**config.mk**
```make
export PLATFORM = sky130hd
export DESIGN_NAME = risk_detection_unit
export DESIGN_NICKNAME = d
export VERILOG_FILES = /design/src/rtl/risk_detection_unit.sv
export SDC_FILE = /design/constraint.sdc
export NUM_CORES = 1
export LEC_CHECK = 0
export ABC_CLOCK_PERIOD_IN_PS = 4050
export CAP_MARGIN = 20
export CORE_ASPECT_RATIO = 0.9
export CORE_UTILIZATION = 35
export CTS_BUF_LIST = sky130_fd_sc_hd__clkbuf_8 sky130_fd_sc_hd__clkbuf_16
export DETAILED_ROUTE_END_ITERATION = 10
export PLACE_DENSITY = 0.66
export SYNTH_ARGS = -nofsm -noshare
export SYNTH_HDL_FRONTEND = slang
export SYNTH_SLANG_ARGS = --single-unit
```
**constraint.sdc**
```tcl
create_clock -name i_clk -period 4.05 [get_ports i_clk]
set_input_delay 0.81 -clock i_clk [delete_from_list [all_inputs] [get_ports i_clk]]
set_output_delay 0.81 -clock i_clk [all_outputs]
set_load 0.05 [all_outputs]
```
**src/rtl/risk_detection_unit.sv**
```systemverilog
// ID-stage hazard unit: load-use and branch/jump stalls, sticky HALT,
// debug step enable and saturating stall statistics.
module risk_detection_unit #(
  parameter int NB_REG              = 5,
  parameter int NB_OP               = 6,
  parameter int NB_FUNCT            = 6,
  parameter int LOAD_STALL_CYCLES   = 1,
  parameter int BRANCH_STALL_CYCLES = 1,
  parameter int NB_CNT              = 16
) (
  input  logic                i_clk,
  input  logic                i_reset,
  input  logic                i_enable,
  input  logic [NB_REG-1:0]   i_if_id_rs,
  input  logic [NB_REG-1:0]   i_if_id_rt,
  input  logic [NB_OP-1:0]    i_if_id_op,
  input  logic [NB_FUNCT-1:0] i_if_id_funct,
  input  logic [NB_REG-1:0]   i_id_ex_rt,
  input  logic [NB_OP-1:0]    i_id_ex_op,
  output logic                o_stall,
  output logic                o_ctr_reg_src,
  output logic                o_jmp_stop,
  output logic                o_halt,
  output logic [NB_CNT-1:0]   o_load_stall_cnt,
  output logic [NB_CNT-1:0]   o_jmp_stall_cnt
);

  localparam int MAX_STALL = (LOAD_STALL_CYCLES > BRANCH_STALL_CYCLES) ?
                             LOAD_STALL_CYCLES : BRANCH_STALL_CYCLES;
  localparam int NB_SCNT = $clog2(MAX_STALL) + 1;

  localparam logic [NB_SCNT-1:0] SCNT_ONE = NB_SCNT'(1);
  localparam logic [NB_SCNT-1:0] LD_INIT  = NB_SCNT'(LOAD_STALL_CYCLES - 1);
  localparam logic [NB_SCNT-1:0] JMP_INIT = NB_SCNT'(BRANCH_STALL_CYCLES - 1);

  localparam logic [NB_OP-1:0] OP_RTYPE = NB_OP'(6'b000000);
  localparam logic [NB_OP-1:0] OP_BEQ   = NB_OP'(6'b000100);
  localparam logic [NB_OP-1:0] OP_BNE   = NB_OP'(6'b000101);
  localparam logic [NB_OP-1:0] OP_LB    = NB_OP'(6'b100000);
  localparam logic [NB_OP-1:0] OP_LH    = NB_OP'(6'b100001);
  localparam logic [NB_OP-1:0] OP_LW    = NB_OP'(6'b100011);
  localparam logic [NB_OP-1:0] OP_LBU   = NB_OP'(6'b100100);
  localparam logic [NB_OP-1:0] OP_LHU   = NB_OP'(6'b100101);
  localparam logic [NB_OP-1:0] OP_LWU   = NB_OP'(6'b100111);
  localparam logic [NB_OP-1:0] OP_SB    = NB_OP'(6'b101000);
  localparam logic [NB_OP-1:0] OP_SH    = NB_OP'(6'b101001);
  localparam logic [NB_OP-1:0] OP_SW    = NB_OP'(6'b101011);
  localparam logic [NB_OP-1:0] OP_HALT  = NB_OP'(6'b111111);

  localparam logic [NB_FUNCT-1:0] FN_JR   = NB_FUNCT'(6'b001000);
  localparam logic [NB_FUNCT-1:0] FN_JALR = NB_FUNCT'(6'b001001);

  typedef enum logic [2:0] {
    RUN,
    LD_STALL,
    JMP_STALL,
    RELEASE,
    HALTED
  } state_t;

  state_t              state_q, state_d;
  logic [NB_SCNT-1:0]  cnt_q, cnt_d;
  logic [NB_CNT-1:0]   ld_cnt_q, jmp_cnt_q;

  logic ex_is_load;
  logic id_is_rtype;
  logic id_is_jmp;
  logic id_reads_rt;
  logic id_is_halt;
  logic load_haz;
  logic jmp_haz;

  logic stall;
  logic jmp_stop;
  logic halt;
  logic ld_inc;
  logic jmp_inc;

  always_comb begin
    ex_is_load = 1'b0;
    case (i_id_ex_op)
      OP_LB, OP_LH, OP_LW, OP_LBU, OP_LHU, OP_LWU: ex_is_load = 1'b1;
      default: ex_is_load = 1'b0;
    endcase
  end

  assign id_is_rtype = (i_if_id_op == OP_RTYPE);
  assign id_is_halt  = (i_if_id_op == OP_HALT);

  assign id_is_jmp = (i_if_id_op == OP_BEQ) ||
                     (i_if_id_op == OP_BNE) ||
                     (id_is_rtype &&
                      ((i_if_id_funct == FN_JR) ||
                       (i_if_id_funct == FN_JALR)));

  assign id_reads_rt = id_is_rtype ||
                       (i_if_id_op == OP_BEQ) ||
                       (i_if_id_op == OP_BNE) ||
                       (i_if_id_op == OP_SB) ||
                       (i_if_id_op == OP_SH) ||
                       (i_if_id_op == OP_SW);

  assign load_haz = ex_is_load &&
                    (i_id_ex_rt != '0) &&
                    ((i_id_ex_rt == i_if_id_rs) ||
                     (id_reads_rt && (i_id_ex_rt == i_if_id_rt)));

  assign jmp_haz = id_is_jmp;

  // HALT is checked ahead of the state decode so no stall or release masks it
  always_comb begin
    state_d  = state_q;
    cnt_d    = cnt_q;
    stall    = 1'b0;
    jmp_stop = 1'b0;
    halt     = 1'b0;
    ld_inc   = 1'b0;
    jmp_inc  = 1'b0;
    if (state_q == HALTED) begin
      halt = 1'b1;
    end else if (id_is_halt) begin
      halt    = 1'b1;
      state_d = HALTED;
      cnt_d   = '0;
    end else begin
      unique case (state_q)
        RUN: begin
          if (load_haz) begin
            stall  = 1'b1;
            ld_inc = 1'b1;
            if (LOAD_STALL_CYCLES <= 1) begin
              state_d = RELEASE;
            end else begin
              state_d = LD_STALL;
              cnt_d   = LD_INIT;
            end
          end else if (jmp_haz) begin
            stall    = 1'b1;
            jmp_stop = 1'b1;
            jmp_inc  = 1'b1;
            if (BRANCH_STALL_CYCLES <= 1) begin
              state_d = RELEASE;
            end else begin
              state_d = JMP_STALL;
              cnt_d   = JMP_INIT;
            end
          end
        end
        LD_STALL: begin
          stall  = 1'b1;
          ld_inc = 1'b1;
          if (cnt_q <= SCNT_ONE) begin
            state_d = RELEASE;
            cnt_d   = '0;
          end else begin
            cnt_d = cnt_q - SCNT_ONE;
          end
        end
        JMP_STALL: begin
          stall    = 1'b1;
          jmp_stop = 1'b1;
          jmp_inc  = 1'b1;
          if (cnt_q <= SCNT_ONE) begin
            state_d = RELEASE;
            cnt_d   = '0;
          end else begin
            cnt_d = cnt_q - SCNT_ONE;
          end
        end
        RELEASE: begin
          state_d = RUN;
        end
        default: begin
          state_d = RUN;
          cnt_d   = '0;
        end
      endcase
    end
  end

  always_ff @(posedge i_clk or posedge i_reset) begin
    if (i_reset) begin
      state_q   <= RUN;
      cnt_q     <= '0;
      ld_cnt_q  <= '0;
      jmp_cnt_q <= '0;
    end else if (i_enable) begin
      state_q <= state_d;
      cnt_q   <= cnt_d;
      if (ld_inc && (ld_cnt_q != '1)) begin
        ld_cnt_q <= ld_cnt_q + 1'b1;
      end
      if (jmp_inc && (jmp_cnt_q != '1)) begin
        jmp_cnt_q <= jmp_cnt_q + 1'b1;
      end
    end
  end

  // Outputs are forced low while reset is held, even if ID shows a hazard
  assign o_stall          = stall & ~i_reset;
  assign o_ctr_reg_src    = stall & ~i_reset;
  assign o_jmp_stop       = jmp_stop & ~i_reset;
  assign o_halt           = halt & ~i_reset;
  assign o_load_stall_cnt = ld_cnt_q;
  assign o_jmp_stall_cnt  = jmp_cnt_q;

endmodule

```
# [Yosys cells after proc, flatten, opt, wreduce, memory -nomap -nowiden]
# Cells that the tools add are included.
[op_classes] n_addsub=3 mul=0 n_div=0 magnitude_cmp=1 n_eq_ne=25 shifts=0 muxes=24 bitwise=5 n_reduce_logical=25
[ops] operator="$eq A6 B6 Y1 const B" count=10
[ops] operator="$add A16 B1 Y16 const B" count=2
[ops] operator="$ne A16 B16 Y1 const B" count=2
[ops] operator="$mux W1" count=15
[ops] operator="$eq A6 B3 Y1 const B" count=2
[ops] operator="$eq A6 B4 Y1 const B" count=2
[ops] operator="$mux W3" count=4
[ops] operator="$eq A5 B5 Y1" count=2
[ops] operator="$logic_or A1 B1 Y1" count=9
[ops] operator="$pmux W1 S2" count=4
[ops] operator="$eq A3 B2 Y1 const B" count=2
[ops] operator="$logic_and A1 B1 Y1" count=6
[ops] operator="$logic_not A6 Y1" count=1
[ops] operator="$pmux W3 S2" count=1
[ops] operator="$reduce_or A6 Y1" count=1
[ops] operator="$reduce_bool A5 Y1" count=1
[ops] operator="$ne A4 B4 Y1 const B" count=1
[ops] operator="$reduce_and A2 Y1" count=2
[ops] operator="$reduce_and A4 Y1" count=1
[ops] operator="$reduce_or A2 Y1" count=2
[ops] operator="$and A1 B1 Y1" count=3
[ops] operator="$eq A3 B1 Y1 const B" count=1
[ops] operator="$eq A3 B3 Y1 const B" count=1
[ops] operator="$logic_not A3 Y1" count=1
[ops] operator="other kinds (6)" count=7
[word_totals] regBits=36 latch_bits=0 mem_bits_rw=0 rom_bits=0 input_bits=36 wordCells=87 memories=0

# [Longest topological paths before layout]
[logic_depth] word_depth=15 mapped_depth=8

# [Worst setup path before layout]
# OpenSTA, ideal clock, no wires.
[synth_timing] path_type="input to output" from="input port i_id_ex_op[3]" to="output port o_stall" arrival_ns=3.537 t_required_ns=3.240 slack_ns=-0.297 cell_stages=7 cell_sequence="nor3b_1 > o211ai_2 > o41ai_2 > clkbuf_1 > nor2_1 > nor3_1 > buf_4"
[synth_between] elab_chain_cells=10 word_cells_on_any_way=15 cone_classes="eq/ne (6); mux (5); bitwise (1); reduce/logical (3)"
[synth_rtl] element="start, declared" line="19" rtl="input logic [NB_OP-1:0] i_id_ex_op,"
[synth_rtl] element="$eq A6 B6 Y1" line="81" rtl="case (i_id_ex_op)"
[synth_rtl] element="$reduce_or A6 Y1 *" line="81"
[synth_rtl] element="$mux W1 *" line="81"
[synth_rtl] element="$logic_and A1 B1 Y1 *" line="103" rtl="assign load_haz = ex_is_load &&"
[synth_rtl] element="$logic_and A1 B1 Y1 *" line="104" rtl="(i_id_ex_rt != '0) &&"
[synth_rtl] element="$mux W1 *" line="128" rtl="if (load_haz) begin"
[synth_rtl] element="$pmux W1 S2 *" line="126" rtl="unique case (state_q)"
[synth_rtl] element="$mux W1 *" line="121" rtl="end else if (id_is_halt) begin"
[synth_rtl] element="$mux W1 *" line="119" rtl="if (state_q == HALTED) begin"
[synth_rtl] element="$and A1 B1 Y1 *"
[synth_rtl] element="end, declared" line="20" rtl="output logic o_stall,"
# Every way passes the cells marked *; elsewhere a longest branch is shown, timed or not.

# [Worst setup path after layout]
[layout_timing] from="input port i_id_ex_rt[1]" to="output port o_stall"
[layout_between] elab_chain_cells=9 word_cells_on_any_way=12 cone_classes="eq/ne (2); mux (4); bitwise (1); reduce/logical (5)"
[layout_rtl] element="start, declared" line="18" rtl="input logic [NB_REG-1:0] i_id_ex_rt,"
[layout_rtl] element="$eq A5 B5 Y1" line="106" rtl="(id_reads_rt && (i_id_ex_rt == i_if_id_rt)));"
[layout_rtl] element="$logic_and A1 B1 Y1" line="106"
[layout_rtl] element="$logic_or A1 B1 Y1" line="105" rtl="((i_id_ex_rt == i_if_id_rs) ||"
[layout_rtl] element="$logic_and A1 B1 Y1 *" line="104"
[layout_rtl] element="$mux W1 *" line="128"
[layout_rtl] element="$pmux W1 S2 *" line="126"
[layout_rtl] element="$mux W1 *" line="121"
[layout_rtl] element="$mux W1 *" line="119"
[layout_rtl] element="$and A1 B1 Y1 *" line="200" rtl="assign o_stall = stall & ~i_reset;"
# Marks and branches as above.

==> results.md <==
- Die Height: around 72 microns
- CTS Sinks: 34
- Pins Over Slew Limit: 0
- Global route overflow: 0
- N_diodes: 0
- Top FF cell, synth: dfrtp_1
- Initial antenna violation count: 0
- Maximum clock path buffer count: 2
- RSZ-0062 raised after global routing: false
- Static leakage: around 0.0012 uW
- Post-synthesis cell count: 193
- Max_slew headroom: 0.442
- Worst Skew: ~0.008 ns
- Critical path arrival: between 2 and 3 ns
- Slowest-stage cell, CP: or4_1
- Cts-stage hold buffer count: 0
- CP Launch Point: i_id_ex_rt[1]
- Register area share after synthesis: 0.442
- Cell Count, Final, Fillers Out: 335
- Peak supply drop: 0.249 mV
- Peak Freq: between 200 and 300 MHz
- GR Util met3: 0.0390
- Die Area: slightly below 6000 sq um
- Area grow syn2layout: 47.9%
- Pin count of the biggest net entering global routing: 35
- DRT iter0 DRCs: 73
- First-pass GRT wire length: 7770 microns
- Remaining DRCs: 0
- Clock root cell: clkbuf_8
- Cell Area, Placed: roughly 2700 sq um
- Core box area: 5290 sq um
- Mapped Nets: roughly 230
- Synth warnings: 0
- Fin crit period: roughly 3.7 ns
- Clk_lat worst skew: approximately 0.28 ns
- IO Port Bufs: 69
- #FFs+latches synth: 34
- Cell taking the most area after synthesis: dfrtp_1
- Fin crit share: 0.905
- CP Launch Type: input pin
- CP max stage delay: 0.55 ns
- CP endpoint kind: output port
- Inserted Clock Buffers: 5
- Final Wtd Congestion: 0.766
- Chip Width: 80.2 microns
- Inst Count DP: approximately 330
- Max cap viols: 0
- Dpl hpwl: ~3400 microns
- FF-to-FF Start: state_q[2]$_DFFE_PP0P_
- Endpoints failing hold: 0
- Ys async rst share: 1.00
- Vias after detailed routing: around 1.7k
- Vias per inst: roughly 5.1
- Post-Syn Area: just under 2000 sq um
- Status: finished clean
- Proportion of layout cells with a drive suffix above 1: 0.0784
- Post-CTS Setup Bufs: 0
- Synth area leaders: dfrtp_1, xor2_1, xnor2_1
- Req. time, crit path: between 3 and 4 ns
- Hold path start: o_load_stall_cnt[6]$_DFFE_PP0P_
- Nets@finish: approximately 300
- Gr busiest metal: met2
- CP cell instances: clkdlybuf4s50_1 > or4_1 > o211ai_2 > nand4b_1 > o41ai_4 > nor2_1 > nor3_2 > buf_4 > buf_12
- Router iterations before antenna repair: 4
- WL/cell: 13.3 microns
- Post-synth cell types: 32
- Total Wirelength: ~4500 microns
- Clk slew on worst S/H paths: roughly 0.07 ns
- Most common library cells after synthesis: dfrtp_1, xor2_1, xnor2_1
- # rows: 25
- Detail Route Antenna Nets: 0
- Final core occ: 0.539
- Pwr/cell area: ~290 nW/um^2
- Setup TNS: 0 ns
- Total track usage: 0.170
- Setup CP Type: input pin to output port
- Setup slack, reg-to-reg: around 1.8 ns
- Clock tree from TritonCTS: done
- Worst-Margin Slew: ~0.83 ns
- Worst hold path type: flip-flop to flip-flop
- Starting Density: 0.364
- H-Tree Depth: 2
- Vias in the first global route: about 1.7k
- Count leader, synth: dfrtp_1
- Fill count: 499
- I/O pin count: 72
- GR Util met1: 0.229
- Met2 Usage GRT: 0.277
- Number of synthesized flops with an enable pin: 0
- Final setup fails: 0
- Fin Hold WS: just under 0.5 ns
- CP Max Fanout: 3
- Post-synth top area share: 0.442
- Post_cts resized: 0
- Mapped Avg Cell Area: approximately 10 sq um
- Design area: 2850 sq um
## layer usage
metal | part of all wire | vias up
li1 | - | 844
met1 | 0.48 | 805
met2 | 0.47 | 44
met3 | 0.041 | 5
met4 | 0.0065 | 0
met5 | 0 | -
## state kept, by name, summed over array words and instances, names as in the netlist
name and count:
o_jmp_stall_cnt 16, o_load_stall_cnt 16, state_q 2
## cells in the final DEF (no fill, tap or decap), drive strengths merged
| cell type | count |
|---|---|
| nor3b | 4 |
| dfrtp | 34 |
| clkdlybuf4s50 | 66 |
| nor4b | 2 |
| nor3 | 7 |
| nand3 | 17 |
| or3 | 2 |
| a22o | 1 |
| nand4b | 2 |
| o32ai | 1 |
| a21oi | 3 |
| and4 | 2 |
| nor4 | 11 |
| nand2 | 14 |
| xnor2 | 19 |
| or4 | 1 |
| inv | 5 |
| mux2 | 2 |
| and3 | 13 |
| o22ai | 1 |
| o311ai | 1 |
| clkbuf | 5 |
| nor2 | 10 |
| nor2b | 2 |
| nand4 | 8 |
| xor2 | 21 |
| ha | 2 |
| bufinv | 1 |
| nand2b | 2 |
| buf | 7 |
| o211ai | 1 |
| o41ai | 1 |
## power by group
| group | internal (uW) | switching [uW] | total (uW) |
|---|---|---|---|
| logic | 70.8 | 86.5 | 157 |
| registers | 351 | 13.1 | 364 |
| clock network | 179 | 126 | 305 |
| total | 601 | 225 | 826 |
## path summary, 6_finish.rpt
path / end / cells past startpoint
worst max-delay path: o_stall / 9
worst min-delay path: o_load_stall_cnt[6]$_DFFE_PP0P_ / 1
worst max register to register: o_jmp_stall_cnt[3]$_DFFE_PP0P_ / 6
worst min register to register: o_load_stall_cnt[6]$_DFFE_PP0P_ / 1
max in group asynchronous: o_load_stall_cnt[12]$_DFFE_PP0P_ / 3
min in group asynchronous: o_load_stall_cnt[15]$_DFFE_PP0P_ / 3
## stage by stage
| stage | power, uW | setup WS, ns |
|---|---|---|
| 5_1_grt | 858 | 0.259 |
| 4_1_cts | 832 | 0.371 |
| 3_3_place_gp | 525 | 0.378 |
| 6_report | 826 | 0.384 |
| 2_1_floorplan | 452 | 0.189 |
| 3_5_place_dp | 529 | 0.370 |
## cell families after synthesis
kind of cell | synth area share
and+or+nand+nor | 0.289
xor gates and xnor gates | 0.182
DFF | 0.442
AOI/OAI and AO/OA | 0.0396
buffers and inverters | 0.0234
muxes | 0.0117
adders and majority gates | 0.0130
## final cells by class
class / count / area, sq um / share of cell area
Inverter: 3 / 11.3 / 0.00395
Sequential cell: 34 / 851 / 0.299
Multi-Input combinational cell: 150 / 1050 / 0.367
Tap cell: 67 / 83.8 / 0.0294
Clock buffer: 5 / 68.8 / 0.0241
Clock inverter: 3 / 37.5 / 0.0132
Timing Repair Buffer: 73 / 751 / 0.263
## critical path: cells and delay by family
| family | cells | cell delay (ns) |
|---|---|---|
| AOI/OAI and AO/OA | 2 | 0.33 |
| buffers and inverters | 3 | 0.75 |
| and+or+nand+nor | 4 | 0.96 |
(Power assumes the default switching activity.)
